`src/rtl/amber_wb_inst_sequencer_pkg.sv`:
```
// Shared types and constants for the Amber23 Wishbone instruction sequencer.
package amber_wb_seq_pkg;

    typedef enum logic [1:0] {
        HOLD = 2'd0,
        IDLE = 2'd1,
        ACK  = 2'd2
    } seq_state_t;

    localparam logic [31:0] NOP_DEFAULT = 32'hE1A0_0000;
    localparam int          CNT_W       = 16;

    // Increment that sticks at all-ones instead of wrapping.
    function automatic logic [CNT_W-1:0] sat_inc(input logic [CNT_W-1:0] v);
        logic [CNT_W-1:0] r;
        if (&v) begin
            r = v;
        end else begin
            r = v + CNT_W'(1);
        end
        return r;
    endfunction

endpackage

```
`src/rtl/amber_wb_inst_sequencer_if.sv`:
```
// Load-queue and core Wishbone signals of the sequencer, grouped as one bundle.
interface amber_wb_inst_sequencer_if;
    logic        i_ld_valid;
    logic        o_ld_ready;
    logic [31:0] i_ld_word;
    logic        i_flush;
    logic [31:0] i_wb_adr;
    logic [3:0]  i_wb_sel;
    logic        i_wb_we;
    logic [31:0] i_wb_dat;
    logic        i_wb_cyc;
    logic        i_wb_stb;
    logic [31:0] o_wb_dat;
    logic        o_wb_ack;
    logic        o_wb_err;
    logic        o_system_rdy;
    logic        o_cap_valid;
    logic [31:0] o_cap_adr;
    logic [31:0] o_cap_dat;
    logic [3:0]  o_cap_sel;
    logic [15:0] o_rd_cnt;
    logic [15:0] o_underrun_cnt;

    modport slave (
        input  i_ld_valid, i_ld_word, i_flush,
        input  i_wb_adr, i_wb_sel, i_wb_we, i_wb_dat, i_wb_cyc, i_wb_stb,
        output o_ld_ready, o_wb_dat, o_wb_ack, o_wb_err, o_system_rdy,
        output o_cap_valid, o_cap_adr, o_cap_dat, o_cap_sel,
        output o_rd_cnt, o_underrun_cnt
    );

    modport master (
        output i_ld_valid, i_ld_word, i_flush,
        output i_wb_adr, i_wb_sel, i_wb_we, i_wb_dat, i_wb_cyc, i_wb_stb,
        input  o_ld_ready, o_wb_dat, o_wb_ack, o_wb_err, o_system_rdy,
        input  o_cap_valid, o_cap_adr, o_cap_dat, o_cap_sel,
        input  o_rd_cnt, o_underrun_cnt
    );
endinterface

```
`src/rtl/amber_wb_inst_sequencer_fifo.sv`:
```
// Synchronous word FIFO holding the instruction/data stream fed to the core.
module amber_wb_seq_fifo #(
    parameter int DEPTH = 8,
    parameter int WIDTH = 32
) (
    input  logic             clk,
    input  logic             rst_n,
    input  logic             push,
    input  logic             pop,
    input  logic             flush,
    input  logic [WIDTH-1:0] wr_data,
    output logic [WIDTH-1:0] head,
    output logic             full,
    output logic             empty
);
    localparam int AW = $clog2(DEPTH);

    logic [WIDTH-1:0] mem_r [DEPTH];
    logic [AW-1:0]    wr_ptr_r;
    logic [AW-1:0]    rd_ptr_r;
    logic [AW:0]      occ_r;
    logic             push_ok_s;
    logic             pop_ok_s;

    // Full/empty come straight from the registered occupancy, so a pop never frees a slot for the same-cycle push.
    assign full      = (occ_r == (AW+1)'(DEPTH));
    assign empty     = (occ_r == (AW+1)'(0));
    assign head      = mem_r[rd_ptr_r];
    assign push_ok_s = push & ~full;
    assign pop_ok_s  = pop & ~empty;

    // Storage, pointers and occupancy; flush overrides any push or pop.
    always_ff @(posedge clk or negedge rst_n) begin
        if (!rst_n) begin
            wr_ptr_r <= AW'(0);
            rd_ptr_r <= AW'(0);
            occ_r    <= (AW+1)'(0);
            for (int i = 0; i < DEPTH; i++) begin
                mem_r[i] <= WIDTH'(0);
            end
        end else if (flush) begin
            wr_ptr_r <= AW'(0);
            rd_ptr_r <= AW'(0);
            occ_r    <= (AW+1)'(0);
        end else begin
            if (push_ok_s) begin
                mem_r[wr_ptr_r] <= wr_data;
                wr_ptr_r        <= wr_ptr_r + AW'(1);
            end
            if (pop_ok_s) begin
                rd_ptr_r <= rd_ptr_r + AW'(1);
            end
            case ({push_ok_s, pop_ok_s})
                2'b10:   occ_r <= occ_r + (AW+1)'(1);
                2'b01:   occ_r <= occ_r - (AW+1)'(1);
                default: occ_r <= occ_r;
            endcase
        end
    end
endmodule

```
`src/rtl/amber_wb_inst_sequencer.sv`:
```
// Wishbone slave that holds the Amber23 core in reset, feeds its reads from a load queue and captures its writes.
module amber_wb_inst_sequencer
    import amber_wb_seq_pkg::*;
#(
    parameter int          DEPTH     = 8,
    parameter int          RDY_DELAY = 10,
    parameter logic [31:0] NOP_WORD  = NOP_DEFAULT
) (
    input  logic                      i_clk,
    input  logic                      i_rst_n,
    amber_wb_inst_sequencer_if.slave  bus
);
    localparam logic [7:0] RDY_CMP = 8'(RDY_DELAY);

    seq_state_t       state_r;
    logic [7:0]       hold_cnt_r;
    logic             rdy_r;
    logic             ack_r;
    logic [31:0]      rd_dat_r;
    logic             cap_valid_r;
    logic [31:0]      cap_adr_r;
    logic [31:0]      cap_dat_r;
    logic [3:0]       cap_sel_r;
    logic [CNT_W-1:0] rd_cnt_r;
    logic [CNT_W-1:0] underrun_cnt_r;

    logic             accept_s;
    logic             rd_req_s;
    logic             pop_s;
    logic             full_s;
    logic             empty_s;
    logic [31:0]      head_s;

    // Request qualification; a flush in the same cycle turns a read into an underrun and suppresses the pop.
    always_comb begin
        accept_s = 1'b0;
        rd_req_s = 1'b0;
        pop_s    = 1'b0;
        if (state_r == IDLE) begin
            accept_s = bus.i_wb_cyc & bus.i_wb_stb;
            rd_req_s = accept_s & ~bus.i_wb_we;
            pop_s    = rd_req_s & ~empty_s & ~bus.i_flush;
        end else begin
            accept_s = 1'b0;
        end
    end

    amber_wb_seq_fifo #(
        .DEPTH (DEPTH),
        .WIDTH (32)
    ) u_fifo (
        .clk     (i_clk),
        .rst_n   (i_rst_n),
        .push    (bus.i_ld_valid),
        .pop     (pop_s),
        .flush   (bus.i_flush),
        .wr_data (bus.i_ld_word),
        .head    (head_s),
        .full    (full_s),
        .empty   (empty_s)
    );

    // Sequencer FSM with all bus-facing outputs registered.
    always_ff @(posedge i_clk or negedge i_rst_n) begin
        if (!i_rst_n) begin
            state_r        <= HOLD;
            hold_cnt_r     <= 8'd0;
            rdy_r          <= 1'b0;
            ack_r          <= 1'b0;
            rd_dat_r       <= 32'd0;
            cap_valid_r    <= 1'b0;
            cap_adr_r      <= 32'd0;
            cap_dat_r      <= 32'd0;
            cap_sel_r      <= 4'd0;
            rd_cnt_r       <= {CNT_W{1'b0}};
            underrun_cnt_r <= {CNT_W{1'b0}};
        end else begin
            case (state_r)
                HOLD: begin
                    ack_r       <= 1'b0;
                    cap_valid_r <= 1'b0;
                    if (hold_cnt_r == RDY_CMP) begin
                        state_r <= IDLE;
                        rdy_r   <= 1'b1;
                    end else begin
                        hold_cnt_r <= hold_cnt_r + 8'd1;
                    end
                end
                IDLE: begin
                    if (accept_s) begin
                        state_r <= ACK;
                        ack_r   <= 1'b1;
                        if (bus.i_wb_we) begin
                            cap_valid_r <= 1'b1;
                            cap_adr_r   <= bus.i_wb_adr;
                            cap_dat_r   <= bus.i_wb_dat;
                            cap_sel_r   <= bus.i_wb_sel;
                        end else begin
                            cap_valid_r <= 1'b0;
                            rd_cnt_r    <= sat_inc(rd_cnt_r);
                            if (empty_s || bus.i_flush) begin
                                rd_dat_r       <= NOP_WORD;
                                underrun_cnt_r <= sat_inc(underrun_cnt_r);
                            end else begin
                                rd_dat_r <= head_s;
                            end
                        end
                    end else begin
                        ack_r       <= 1'b0;
                        cap_valid_r <= 1'b0;
                    end
                end
                ACK: begin
                    state_r     <= IDLE;
                    ack_r       <= 1'b0;
                    cap_valid_r <= 1'b0;
                end
                default: begin
                    state_r     <= HOLD;
                    ack_r       <= 1'b0;
                    cap_valid_r <= 1'b0;
                end
            endcase
        end
    end

    assign bus.o_ld_ready     = ~full_s;
    assign bus.o_wb_dat       = rd_dat_r;
    assign bus.o_wb_ack       = ack_r;
    assign bus.o_wb_err       = 1'b0;
    assign bus.o_system_rdy   = rdy_r;
    assign bus.o_cap_valid    = cap_valid_r;
    assign bus.o_cap_adr      = cap_adr_r;
    assign bus.o_cap_dat      = cap_dat_r;
    assign bus.o_cap_sel      = cap_sel_r;
    assign bus.o_rd_cnt       = rd_cnt_r;
    assign bus.o_underrun_cnt = underrun_cnt_r;
endmodule
```
`src/flat_wrapper.sv`:
```
// flat-port wrapper written by rule: the top's interface ports become plain ports
module amber_wb_inst_sequencer_flat import amber_wb_seq_pkg::*;
#(
    parameter int          DEPTH     = 8,
    parameter int          RDY_DELAY = 10,
    parameter logic [31:0] NOP_WORD  = NOP_DEFAULT
)
  (i_clk, i_rst_n, bus_i_ld_valid, bus_i_ld_word, bus_i_flush, bus_i_wb_adr, bus_i_wb_sel, bus_i_wb_we, bus_i_wb_dat, bus_i_wb_cyc, bus_i_wb_stb, bus_o_ld_ready, bus_o_wb_dat, bus_o_wb_ack, bus_o_wb_err, bus_o_system_rdy, bus_o_cap_valid, bus_o_cap_adr, bus_o_cap_dat, bus_o_cap_sel, bus_o_rd_cnt, bus_o_underrun_cnt);
  amber_wb_inst_sequencer_if bus_i ();
  input  logic i_clk;
  input  logic i_rst_n;
  input wire logic [$bits(bus_i.i_ld_valid)-1:0] bus_i_ld_valid;
  input wire logic [$bits(bus_i.i_ld_word)-1:0] bus_i_ld_word;
  input wire logic [$bits(bus_i.i_flush)-1:0] bus_i_flush;
  input wire logic [$bits(bus_i.i_wb_adr)-1:0] bus_i_wb_adr;
  input wire logic [$bits(bus_i.i_wb_sel)-1:0] bus_i_wb_sel;
  input wire logic [$bits(bus_i.i_wb_we)-1:0] bus_i_wb_we;
  input wire logic [$bits(bus_i.i_wb_dat)-1:0] bus_i_wb_dat;
  input wire logic [$bits(bus_i.i_wb_cyc)-1:0] bus_i_wb_cyc;
  input wire logic [$bits(bus_i.i_wb_stb)-1:0] bus_i_wb_stb;
  output wire logic [$bits(bus_i.o_ld_ready)-1:0] bus_o_ld_ready;
  output wire logic [$bits(bus_i.o_wb_dat)-1:0] bus_o_wb_dat;
  output wire logic [$bits(bus_i.o_wb_ack)-1:0] bus_o_wb_ack;
  output wire logic [$bits(bus_i.o_wb_err)-1:0] bus_o_wb_err;
  output wire logic [$bits(bus_i.o_system_rdy)-1:0] bus_o_system_rdy;
  output wire logic [$bits(bus_i.o_cap_valid)-1:0] bus_o_cap_valid;
  output wire logic [$bits(bus_i.o_cap_adr)-1:0] bus_o_cap_adr;
  output wire logic [$bits(bus_i.o_cap_dat)-1:0] bus_o_cap_dat;
  output wire logic [$bits(bus_i.o_cap_sel)-1:0] bus_o_cap_sel;
  output wire logic [$bits(bus_i.o_rd_cnt)-1:0] bus_o_rd_cnt;
  output wire logic [$bits(bus_i.o_underrun_cnt)-1:0] bus_o_underrun_cnt;
  assign bus_i.i_ld_valid = bus_i_ld_valid;
  assign bus_i.i_ld_word = bus_i_ld_word;
  assign bus_i.i_flush = bus_i_flush;
  assign bus_i.i_wb_adr = bus_i_wb_adr;
  assign bus_i.i_wb_sel = bus_i_wb_sel;
  assign bus_i.i_wb_we = bus_i_wb_we;
  assign bus_i.i_wb_dat = bus_i_wb_dat;
  assign bus_i.i_wb_cyc = bus_i_wb_cyc;
  assign bus_i.i_wb_stb = bus_i_wb_stb;
  assign bus_o_ld_ready = bus_i.o_ld_ready;
  assign bus_o_wb_dat = bus_i.o_wb_dat;
  assign bus_o_wb_ack = bus_i.o_wb_ack;
  assign bus_o_wb_err = bus_i.o_wb_err;
  assign bus_o_system_rdy = bus_i.o_system_rdy;
  assign bus_o_cap_valid = bus_i.o_cap_valid;
  assign bus_o_cap_adr = bus_i.o_cap_adr;
  assign bus_o_cap_dat = bus_i.o_cap_dat;
  assign bus_o_cap_sel = bus_i.o_cap_sel;
  assign bus_o_rd_cnt = bus_i.o_rd_cnt;
  assign bus_o_underrun_cnt = bus_i.o_underrun_cnt;
  amber_wb_inst_sequencer #(.DEPTH(DEPTH), .RDY_DELAY(RDY_DELAY), .NOP_WORD(NOP_WORD)) u_core (.i_clk(i_clk), .i_rst_n(i_rst_n), .bus(bus_i));
endmodule
```
`config.mk`:
```
export PLATFORM = sky130hd
export DESIGN_NAME = amber_wb_inst_sequencer_flat
export DESIGN_NICKNAME = d
export VERILOG_FILES = /design/src/rtl/amber_wb_inst_sequencer_pkg.sv /design/src/rtl/amber_wb_inst_sequencer_if.sv /design/src/rtl/amber_wb_inst_sequencer_fifo.sv /design/src/rtl/amber_wb_inst_sequencer.sv /design/src/flat_wrapper.sv
export SDC_FILE = /design/constraint.sdc
export NUM_CORES = 1
export LEC_CHECK = 0
export CAP_MARGIN = 20
export CORE_UTILIZATION = 52
export CTS_BUF_LIST = sky130_fd_sc_hd__clkbuf_4
export CTS_CLUSTER_DIAMETER = 30
export CTS_CLUSTER_SIZE = 24
export DETAILED_ROUTE_END_ITERATION = 12
export PLACE_DENSITY = 0.87
export REMOVE_ABC_BUFFERS = 1
export SYNTH_ARGS = -nofsm -noshare
export SYNTH_HDL_FRONTEND = slang
export SYNTH_HIERARCHICAL = 1
export SYNTH_SLANG_ARGS = --single-unit
```
`constraint.sdc`:
```
create_clock -name i_clk -period 2.6 [get_ports i_clk]
set_input_delay 0.65 -clock i_clk [delete_from_list [all_inputs] [get_ports i_clk]]
set_output_delay 0.65 -clock i_clk [all_outputs]
set_load 0.02 [all_outputs]
```
**Word-level counts from Yosys, hierarchy flattened**

Index checks and enable logic that the tools add are counted.

- Add/subtract/negate cells: 7
- $lt $le $gt $ge: 3
- Equal/unequal tests: 8
- Multiplexer cells: 23
- Bitwise logic cells: 15
- Reduce and logical (&&, ||, !) cells: 17

Operators by type and width:

| kind | number |
|---|---|
| $bwmux 256 | 1 |
| $mux 32 | 4 |
| $bmux 32 s3 | 1 |
| $demux 32 s3 | 1 |
| $add 16x1->16 const B | 2 |
| $reduce_and 16->1 | 2 |
| $mux 3 | 4 |
| $add 8x1->8 const B | 1 |
| $eq 8x4->1 const B | 1 |
| $ge 4x4->1 const B | 2 |
| $not 3->4 | 2 |
| $pmux 4 s2 | 1 |
| $reduce_and 2->1 | 4 |
| $mux 1 | 7 |
| $not 1->1 | 7 |
| $add 3x1->3 const B | 2 |
| $and 1x1->1 | 6 |
| $pmux 2 s3 | 1 |
| $reduce_and 3->1 | 2 |
| $reduce_and 5->1 | 1 |
| $add 4x1->4 const B | 1 |
| $eq 2x1->1 const B | 2 |
| $eq 2x2->1 const B | 2 |
| $eq 4x4->1 const B | 1 |
| 12 further kinds | 15 |

- Bits in registers: 411
- Input port bits: 107
- Output and inout port bits: 137
- Word-level logic and storage cells: 95

**Logic depth before layout (Yosys ltp)**

Gate-level depths: netlist of the first run.

- Word-level depth: 9
- Mapped depth: 13
- Depth with buffers taken out: 11

**Modules after synthesis**

Netlist of the first run, hierarchy kept.

By module, submodules not included:

| module | instances | cells an instance | area each (µm²) | seq. area each (µm²) |
|---|---|---|---|---|
| amber_wb_seq_fifo | 1 | 738 | 12670.9 | 6656.4 |
| amber_wb_inst_sequencer | 1 | 481 | 5929.4 | 3628.5 |

**Worst setup path before layout of the first run**

OpenSTA, ideal clock, no wires.

- Path type: input to register
- From: in bus_i_wb_cyc
- To: reg u_core.u_fifo.occ_r[3]
- Library setup time: 0.122 ns
- Data arrival time: 2.675 ns
- Required time: 2.478 ns
- Slack: -0.196 ns
- Stages: 13
- Path buffers: 2
- Cells stage by stage: nand4b_4 -> inv_1 -> nand2b_1 -> clkbuf_1 -> clkbuf_1 -> nor2_1 -> nand2b_1 -> a21oi_1 -> ha_1 -> a21oi_1 -> and3_1 -> mux2i_1 -> nand2_1

- Cells in the longest elaborated chain, start to end: 9
- Elaborated cells on any way between the ends: 11
- Those cells by class: eq/ne (2); mux (3); bitwise (5); reduce/logical (1)

RTL lines:

| item | line | RTL |
|---|---|---|
| from (decl) | flat_wrapper.sv:19 | `input wire logic [$bits(bus_i.i_wb_cyc)-1:0] bus_i_wb_cyc;` |
| $and 1x1->1 (*) | amber_wb_inst_sequencer.sv:40 | `accept_s = bus.i_wb_cyc & bus.i_wb_stb;` |
| $and 1x1->1 (*) | amber_wb_inst_sequencer.sv:41 | `rd_req_s = accept_s & ~bus.i_wb_we;` |
| $and 1x1->1 (*) (2 in a row) | amber_wb_inst_sequencer.sv:42 | `pop_s = rd_req_s & ~empty_s & ~bus.i_flush;` |
| $mux 1 (*) | amber_wb_inst_sequencer.sv:39 | `if (state_r == IDLE) begin` |
| named net u_core.pop_s | amber_wb_inst_sequencer.sv:29 | `logic pop_s;` |
| $and 1x1->1 (*) | amber_wb_inst_sequencer_fifo.sv:30 | `assign pop_ok_s = pop & ~empty;` |
| $eq 2x1->1 / $eq 2x2->1 (equally long branches) | amber_wb_inst_sequencer_fifo.sv:53 | `case ({push_ok_s, pop_ok_s})` |
| $pmux 4 s2 | amber_wb_inst_sequencer_fifo.sv:53 |  |
| $mux 4 | amber_wb_inst_sequencer_fifo.sv:41 | `end else if (flush) begin` |
| to (signal assigned) | amber_wb_inst_sequencer_fifo.sv:44 | `occ_r <= (AW+1)'(0);` |
| to (signal assigned) | amber_wb_inst_sequencer_fifo.sv:54 | `2'b10: occ_r <= occ_r + (AW+1)'(1);` |
| to (signal assigned) | amber_wb_inst_sequencer_fifo.sv:55 | `2'b01: occ_r <= occ_r - (AW+1)'(1);` |
| to (decl) | amber_wb_inst_sequencer_fifo.sv:21 | `logic [AW:0] occ_r;` |

The timed path passes the listed nets; every way through them passes the cells marked *.
A chain may end at the register's enable or synchronous reset.

**Worst setup path in the final report of the first run**

- From: reg u_core.u_fifo.occ_r[2]
- To: out bus_o_ld_ready

- Cells in the longest elaborated chain, start to end: 2

RTL lines:

| item | line | RTL |
|---|---|---|
| from (signal assigned) | amber_wb_inst_sequencer_fifo.sv:37 | `occ_r <= (AW+1)'(0);` |
| from (signal assigned) | amber_wb_inst_sequencer_fifo.sv:44 |  |
| from (signal assigned) | amber_wb_inst_sequencer_fifo.sv:54 |  |
| $eq 4x4->1 | amber_wb_inst_sequencer_fifo.sv:26 | `assign full = (occ_r == (AW+1)'(DEPTH));` |
| named net u_core.full_s | amber_wb_inst_sequencer.sv:30 | `logic full_s;` |
| $not 1->1 | amber_wb_inst_sequencer.sv:127 | `assign bus.o_ld_ready = ~full_s;` |
| to (decl) | flat_wrapper.sv:21 | `output wire logic [$bits(bus_i.o_ld_ready)-1:0] bus_o_ld_ready;` |

The timed path passes the listed nets, and every way through them passes these cells.

==> results.yml, run 1 <==
outcome:
  status: "completed"
grt:
  antenna_found_initial: 7
  grt_max_degree: 72
  grt_first_pass_wirelength_um: 68280
  grt_pass1_vias: 12287
  globalRouteOverflowTotal: 0
  grt_use_total_pct: 24.47
cts:
  cts_tree: "built"
  htree_levels: 3
  cts_buffer_depth: 3
  cts_num_sinks: 411
  clk_pin_slew_ns: 0.10
  numCtsBuffers: 79
  clock-root-buffer: "clkbuf_4"
  clk_latency_ns: 0.79
routing:
  drt_wl_total_um: 43530
  final_antenna_net_count: 0
  vias_per_cell: 5.517
  post-route-drc-count: 0
  wl_per_cell_um: 21.07
  dr.pass1.iters: 5
  drtIter0Drc: 518
  vias: 11398
pwr:
  pwr_density_cell_nw_per_um2: 877.7
  ir_drop_mv: 0.8083
  leakage_uw: 0.01116
floorplanning:
  ios: 244
  start_util_pct: 53.32
  num_rows: 68
  dieWidth_um: 191.1
  die_area_um2: 36530
  die_y_um: 191.1
  core_area_um2: 34880
setup_path:
  worstPathMaxFanout: 2
  cp_data_arrival_time_ns: 1.94
  setup.worst_path.end: "bus_o_ld_ready"
  start_kind: "flop"
  worstPathRequired_ns: 1.95
  critical_path_class: "flop to output pin"
  cp-startpoint: "u_core/u_fifo/occ_r[2]"
  rrSetupSlack_ns: 0.20
  r2r-start: "u_core/u_fifo/occ_r[1]"
  endpoint_kind: "output pin"
  reg2reg_depth: 13
  r2r-end: "u_core/u_fifo/occ_r[3]"
synthesis:
  yosys.area.top_type: "dfrtp_1"
  ys_seq_area_share_pct: 55.29
  synth_cell_types: 60
  synth_top_area_share_pct: 55.29
  synth_area_leaders: "dfrtp_1, mux2_2, mux4_2"
  synth-seq-cells: 411
  synth_edf_count: 0
  avgSynthCellArea_um2: 15.26
  synthesis.area_um2: 18600
  yosysWarningCount: 6
  syn_inst: 1219
  ys.flop_type: "dfrtp_1"
  async_flop_share_pct: 100.0
placement:
  hpwlAfterDp_um: 28820
  dpl_cell_area_um2: 21780
  place.gp.congestion: 0.8664
  dp.cells: 1908
  numPortBuffers: 242
layout:
  drive_gt1_share_pct: 37.66
  fillCellCount: 2445
  area_delta_synth_final_pct: 25.12
  layoutNonFillerInstCount: 2066
  design_area_um2: 23270
  multiInputGateArea_um2: 7712
  nets: 1656
  final-seq-area_um2: 10290
  fin_util_pct: 66.72
  final_cell_mix: "dfrtp_1, clkdlybuf4s50_1, mux2_2"
  final_common_cell: "dfrtp_1"
timing:
  finalHoldViolCount: 0
  slew_violations: 0
  grt_setup_unrepaired: "yes"
  fin_crit_sh_pct: 99.61
  slew_headroom_pct: 61.50
  final.setup.tns_ns: 0
  fin_skew_ns: 0.06367
  fmax_mhz: 386.1
  hold_ws_ns: 0.3333
  worst_pin_slew_ns: 0.5763
  setup_viol: 0
  fin_crit_ns: 2.590
worst_hold_path:
  hp-class: "input pin to asynchronous set/reset pin"
flow_run:
  cap_violations: 0
==> metal layers <==
metal	GRT usage, %	vias to the layer above	share of wire (%)
li1	-	5120	-
met1	29.89	5846	40
met2	41.36	360	51
met3	6.462	68	6.5
met4	9.615	4	2.4
met5	0	-	0.062
==> report_power, final <==
group	switching, uW	internal [uW]	leakage (uW)
sequential	883	7850	0.00536
combinational	2430	3150	0.00506
clock	2720	3410	0.000742
total	6030	14400	0.0112
==> Yosys cell counts (4+ instances only) <==
cell        n
xnor2_1    18
mux4_2     64
nor2_1     23
mux2_1     60
buf_12      9
nand2b_1    7
mux2i_1     4
and3_1      5
inv_1       8
mux2_4     91
xor2_1     23
ha_1        8
dfrtp_1   411
nand3_1    41
buf_2      11
clkbuf_1   28
nor4_1     10
nand2_1    83
a21oi_1     8
nand4_1    16
mux2_2    208
buf_8       6
buf_1       5
o21ai_0     6
buf_6      12
nor3_1     10
==> area by class of cell <==
class                           count  area share, %
Timing Repair Buffer              315          13.92
Clock buffer                       85          2.742
Multi-Input combinational cell    725          33.14
Tap cell                          455          2.446
Clock inverter                     60          3.312
Sequential cell                   411          44.23
Antenna cell                        7        0.07526
Inverter                            8         0.1398
==> stage by stage <==
stage               power [uW]  setup WS [ns]
floorplan                11760         -1.238
finish                   20430        0.01018
detailed placement       14450        -0.3324
CTS                      20640       -0.08102
global route             21460        -0.1173
global placement         14200        -0.3012
==> cell families after synthesis <==
group / after synthesis / synth area share (%)
flops: 411 / 55.29
buf+inv: 83 / 3.451
simple gates: 224 / 6.343
other cells: 1 / 0.02016
xor+xnor: 41 / 1.931
mux: 427 / 31.54
fa+ha+maj: 9 / 0.6458
compound gates: 23 / 0.7804
==> state kept, by name, indices dropped and copies added (netlist names) <==
register / count
u_core/bus.o_cap_adr: 32
u_core/bus.o_cap_dat: 32
u_core/bus.o_cap_sel: 4
u_core/bus.o_cap_valid: 1
u_core/bus.o_rd_cnt: 16
u_core/bus.o_system_rdy: 1
u_core/bus.o_underrun_cnt: 16
u_core/bus.o_wb_ack: 1
u_core/bus.o_wb_dat: 32
u_core/hold_cnt_r: 8
u_core/state_r: 2
u_core/u_fifo/mem_r: 256
u_core/u_fifo/occ_r: 4
u_core/u_fifo/rd_ptr_r: 3
u_core/u_fifo/wr_ptr_r: 3
==> critical path, stage by stage (launching register included) <==
cell	delay, ns
dfrtp_1	0.38
or4b_4	0.58
inv_4	0.09
inv_2	0.03
buf_6	0.12
==> timing repair <==
| item | CTS | global route |
|---|---|---|
| setup endpoints to repair | 15 | 8 |
| pin swaps | 1 | 1 |
| hold endpoints to repair | 33 | 0 |
| hold buffers | 1 | 0 |
| cloned | 0 | 0 |
| resized for setup | 23 | 11 |
| buffers inserted | 4 | 1 |
==> how the worst min path moves through the flow <==
stage                            startpoint                  endpoint  slack (ns)  depth (start not counted)
finish                              i_rst_n  u_core/u_fifo/mem_r[132]        0.33                          2
global route                        i_rst_n    u_core/bus.o_wb_dat[9]        0.27                          2
CTS                                 i_rst_n    u_core/bus.o_wb_dat[9]        0.29                          2
detailed placement  u_core/bus.o_wb_dat[21]   u_core/bus.o_wb_dat[21]        0.46                          2
global placement     u_core/bus.o_wb_dat[0]    u_core/bus.o_wb_dat[0]        0.45                          2
floorplan                           i_rst_n   u_core/bus.o_cap_adr[0]        0.35                          0
(Power assumes the default switching activity.)
==> run 2, diff against run 1 <==
Settings changed: PLACE_DENSITY 0.87 to 0.91.
==> results.yml, run 2 (synthesis results as in run 1) <==
routing:
  dr.pass1.iters: 5
  vias: 11662
  wl_per_cell_um: 21.80
  drt_wl_total_um: 45120
  drtIter0Drc: 587
  final_antenna_net_count: 0
  vias_per_cell: 5.634
  post-route-drc-count: 0
pwr:
  leakage_uw: 0.01098
  pwr_density_cell_nw_per_um2: 861.0
  ir_drop_mv: 0.6340
  total_power_uw: 19980
setup_path:
  endpoint_kind: "output pin"
  rrSetupSlack_ns: 0.14
  cp_data_arrival_time_ns: 1.92
  reg2reg_depth: 12
  worstPathRequired_ns: 1.95
  start_kind: "flop"
  worstPathMaxFanout: 2
  critical_path_class: "flop to output pin"
  r2r-end: "u_core/u_fifo/occ_r[3]"
  cp-startpoint: "u_core/u_fifo/occ_r[1]"
  r2r-start: "u_core/u_fifo/occ_r[3]"
floorplanning:
  num_rows: 68
  die_y_um: 191.1
  dieWidth_um: 191.1
  core_area_um2: 34880
  ios: 244
  start_util_pct: 53.32
  die_area_um2: 36530
layout:
  multiInputGateArea_um2: 7697
  layoutNonFillerInstCount: 2070
  area_delta_synth_final_pct: 24.78
  nets: 1661
  drive_gt1_share_pct: 37.62
  largest-register: "u_core/u_fifo/mem_r"
  final_cell_mix: "dfrtp_1, clkdlybuf4s50_1, mux2_2"
  fillCellCount: 2346
  final_common_cell: "dfrtp_1"
  largest_reg_flops: 256
  final-seq-area_um2: 10290
grt:
  grt_pass1_vias: 12795
  grt_first_pass_wirelength_um: 70370
  grt_use_total_pct: 25.25
  grt_max_degree: 70
  globalRouteOverflowTotal: 0
  antenna_found_initial: 5
timing:
  slew_headroom_pct: 65.61
  slew_violations: 0
  fmax_mhz: 388.5
  fin_skew_ns: 0.08476
  finalHoldViolCount: 0
  hold_ws_ns: 0.4010
  grt_setup_unrepaired: "yes"
  worst_slack_ns: 0.02632
  fin_crit_sh_pct: 98.99
  worst_pin_slew_ns: 0.5158
  setup_viol: 0
  fin_crit_ns: 2.574
cts:
  clock-root-buffer: "clkbuf_4"
  clk_pin_slew_ns: 0.09
  cts_tree: "built"
  cts_num_sinks: 411
  clk_latency_ns: 0.78
  cts_buffer_depth: 3
  numCtsBuffers: 80
  htree_levels: 3
placement:
  dp.cells: 1915
  hpwlAfterDp_um: 30110
  place.gp.congestion: 0.8281
  numPortBuffers: 242
  pre_cts_slack_ns: -0.3665
worst_hold_path:
  hp-class: "input pin to asynchronous set/reset pin"
flow_run:
  cap_violations: 0
outcome:
  status: "completed"
==> run 2: cell count changes in the layout (fill, tap and decap cells not counted), moves of 4 or more <==
cell / delta
dlygate4sd2_1: -9
clkinv_1: +4
bufinv_16: -6
clkdlybuf4s50_1: +15
buf_12: +4
dlymetal6s2s_1: -6
==> run 2: per-layer routing <==
metal / up-vias / share of wire (%) / routed length (um) / track usage (%)
met5: - / 0.029 / 13 / 0
met4: 2 / 3.7 / 1653 / 12.58
met3: 113 / 7.4 / 3338 / 6.297
met2: 444 / 51 / 22990 / 43.31
li1: 5114 / - / - / -
met1: 5989 / 38 / 17120 / 29.44
==> run 2: cell type report <==
cell class,count,share of cell area (%)
Clock inverter,61,2.739
Timing Repair Buffer,319,14.29
Inverter,8,0.1509
Multi-Input combinational cell,725,33.16
Sequential cell,411,44.35
Clock buffer,87,2.814
Tap cell,455,2.453
Antenna cell,4,0.04313
==> run 2: worst max path at each step <==
| stage | slack [ns] | cells after the start | endpoint |
|---|---|---|---|
| 6_report | 0.03 | 4 | bus_o_ld_ready |
| 5_1_grt | -0.05 | 4 | bus_o_ld_ready |
| 4_1_cts | -0.04 | 4 | bus_o_ld_ready |
| 3_5_place_dp | -0.37 | 12 | u_core/u_fifo/occ_r[3] |
| 3_3_place_gp | -0.32 | 12 | u_core/u_fifo/occ_r[3] |
| 2_1_floorplan | -1.24 | 4 | u_core/bus.o_wb_dat[21] |
==> run 2: report_power, final <==
part	leakage (uW)	switching [uW]	internal [uW]
sequential	0.00536	919	7850
clock	0.000683	2750	2860
combinational	0.00493	2440	3170
total	0.0110	6110	13900
==> run 2: repair_timing <==
action	in CTS	in global routing
gates resized for setup	16	1
hold buffers	1	0
setup buffers	2	0
hold endpoints to repair	44	0
endpoints found under the setup margin	6	2
pin swaps	1	0
==> run 2: critical path, cell delays in order (launching register included) <==
cell and delay, ns:
dfrtp_1 0.38, or4b_4 0.58, inv_4 0.11, inv_4 0.03
buf_6 0.12
==> run 2: stage by stage <==
stage	cell area, um^2	util, %	TNS (ns)
after floorplan	17990	-	-62.06
after global placement	21880	62.72	-0.5989
after detailed placement	21880	62.72	-0.9873
after CTS	23200	66.50	-0.04238
after global routing	23210	66.53	-0.05389
final	23210	66.54	0
==> run 3, diff against run 2 <==
Settings changed: MAX_ROUTING_LAYER set to met4, PLACE_DENSITY 0.91 to 0.77.
==> results.yml, run 3 (synthesis results as in run 1) <==
outcome:
  status: "complete, but fails checks"
  violations: "negative setup slack"
layout:
  multiInputGateArea_um2: 7697
  nets: 1661
  final_cell_mix: "dfrtp_1, clkdlybuf4s50_1, mux2_2"
  final-seq-area_um2: 10290
  design_area_um2: 23450
  drive_gt1_share_pct: 37.88
  area_delta_synth_final_pct: 26.08
  final_common_cell: "dfrtp_1"
  largest-register: "u_core/u_fifo/mem_r"
  fillCellCount: 2471
  fin_util_pct: 67.23
  largest_reg_flops: 256
pwr:
  ir_drop_mv: 0.7862
  switching_share_pct: 29.11
  total_power_uw: 20790
  pwr-share-clk_pct: 31.4
  pwr_density_cell_nw_per_um2: 886.4
  leakage_uw: 0.01121
  pwr-share-seq_pct: 42.0
  p_switching_uw: 6052
  combPwrFrac_pct: 26.7
  p_int_uw: 14740
grt:
  antenna_found_initial: 5
  grt_pass1_vias: 12420
  grt_first_pass_wirelength_um: 67920
  grt_max_degree: 75
  globalRouteOverflowTotal: 0
  grt_use_total_pct: 24.89
setup_path:
  rrSetupSlack_ns: 0.12
  start_kind: "flop"
  endpoint_kind: "output pin"
  reg2reg_depth: 12
  critical_path_class: "flop to output pin"
  r2r-end: "u_core/u_fifo/occ_r[3]"
  cp_data_arrival_time_ns: 1.95
  r2r-start: "u_core/u_fifo/occ_r[2]"
  worstPathRequired_ns: 1.95
  worstPathMaxFanout: 5
timing:
  slew_violations: 0
  worst_pin_slew_ns: 0.8167
  fin_skew_ns: 0.05017
  fin_crit_ns: 2.601
  worst_slack_ns: -0.001446
  slew_headroom_pct: 45.55
  finalHoldViolCount: 0
  setup_viol: 1
  fin_crit_sh_pct: 100.1
  fmax_mhz: 384.4
  grt_setup_unrepaired: "yes"
worst_hold_path:
  hp-class: "input pin to asynchronous set/reset pin"
routing:
  final_antenna_net_count: 0
  dr.pass1.iters: 4
  wl_per_cell_um: 20.71
  vias: 11416
  drtIter0Drc: 452
  post-route-drc-count: 0
  drt_wl_total_um: 42930
  vias_per_cell: 5.507
cts:
  cts_buffer_depth: 3
  numCtsBuffers: 84
  cts_tree: "built"
  clock-root-buffer: "clkbuf_4"
  clk_latency_ns: 0.78
  clk_pin_slew_ns: 0.10
  htree_levels: 3
  cts_num_sinks: 411
floorplanning:
  num_rows: 68
  die_y_um: 191.1
  die_area_um2: 36530
  ios: 244
  start_util_pct: 53.32
  core_area_um2: 34880
  dieWidth_um: 191.1
placement:
  numPortBuffers: 242
  dpl_cell_area_um2: 21890
  hpwlAfterDp_um: 28290
  pre_cts_slack_ns: -0.3778
  place.gp.congestion: 0.8611
flow_run:
  cap_violations: 0
[run 3: changes by cell type in the layout (fill, tap and decap cells not counted), sizes merged, moves of 3 or more]
cell	previous run	this run
inv	13	16
buf	78	74
clkinv	34	27
dlymetal6s2s	0	4
clkdlybuf4s50	235	225
dlygate4sd2	5	11
bufinv	11	19
clkbuf	87	91
[run 3: timing repair]
item                                    in CTS  in global routing
endpoints found under the hold margin       52                  0
setup buffers                                2                  0
endpoints found under the setup margin      12                  6
pin swaps                                    1                  0
hold buffers                                 1                  0
resized for setup                           23                  4
[run 3: final cells by class]
cell class,instances,share of cell area [%]
clock buffer,91,2.913
timing repair buffer,315,14.18
inverter,8,0.1387
tap,455,2.428
clock inverter,63,3.575
multi-input combinational,725,32.82
sequential,411,43.89
antenna,5,0.05335
[run 3: how the worst max path moves through the flow]
| stage | end | depth (start not counted) | slack, ns | from |
|---|---|---|---|---|
| floorplan | u_core/bus.o_wb_dat[21] | 4 | -1.24 | u_core/u_fifo/rd_ptr_r[0] |
| global placement | u_core/u_fifo/occ_r[3] | 12 | -0.34 | bus_i_wb_cyc |
| detailed placement | u_core/u_fifo/occ_r[3] | 12 | -0.38 | bus_i_wb_cyc |
| CTS | bus_o_ld_ready | 4 | -0.09 | u_core/u_fifo/occ_r[1] |
| global route | bus_o_ld_ready | 4 | -0.09 | u_core/u_fifo/occ_r[1] |
| finish | bus_o_ld_ready | 4 | -0.001 | u_core/u_fifo/occ_r[0] |
[run 3: through the flow]
stage               instances  hold slack, ns  setup TNS [ns]
floorplan                1144          0.3544          -62.06
global placement         1911          0.4499         -0.6659
detailed placement       1911          0.4544          -1.074
CTS                      2068          0.3352        -0.08625
global route             2073          0.3884         -0.1366
finish                   2073          0.4182       -0.001446
[run 3: critical path, cell delays in order, from the launching register on]
cell and delay (ns):
dfrtp_1 0.44, or4b_4 0.56, inv_4 0.08, inv_2 0.03, buf_6 0.12
[run 3: routing by layer]
| metal | vias up | wire length, um | track usage [%] |
|---|---|---|---|
| met2 | 333 | 21410 | 40.84 |
| met4 | 0 | 1167 | 10.10 |
| met5 | - | 0 | - |
| li1 | 5143 | - | - |
| met1 | 5860 | 17700 | 29.67 |
| met3 | 80 | 2648 | 5.728 |
[run 3: power by group through the flow]
| stage | combinational [uW] | sequential (uW) | clock, uW |
|---|---|---|---|
| 2_1_floorplan | 2180 | 9590 | 0 |
| 3_5_place_dp | 5590 | 8830 | 0 |
| 3_3_place_gp | 5450 | 8760 | 0 |
| 5_1_grt | 5930 | 8910 | 7000 |
| 4_1_cts | 5610 | 8720 | 6690 |
| 6_report | 5550 | 8720 | 6520 |
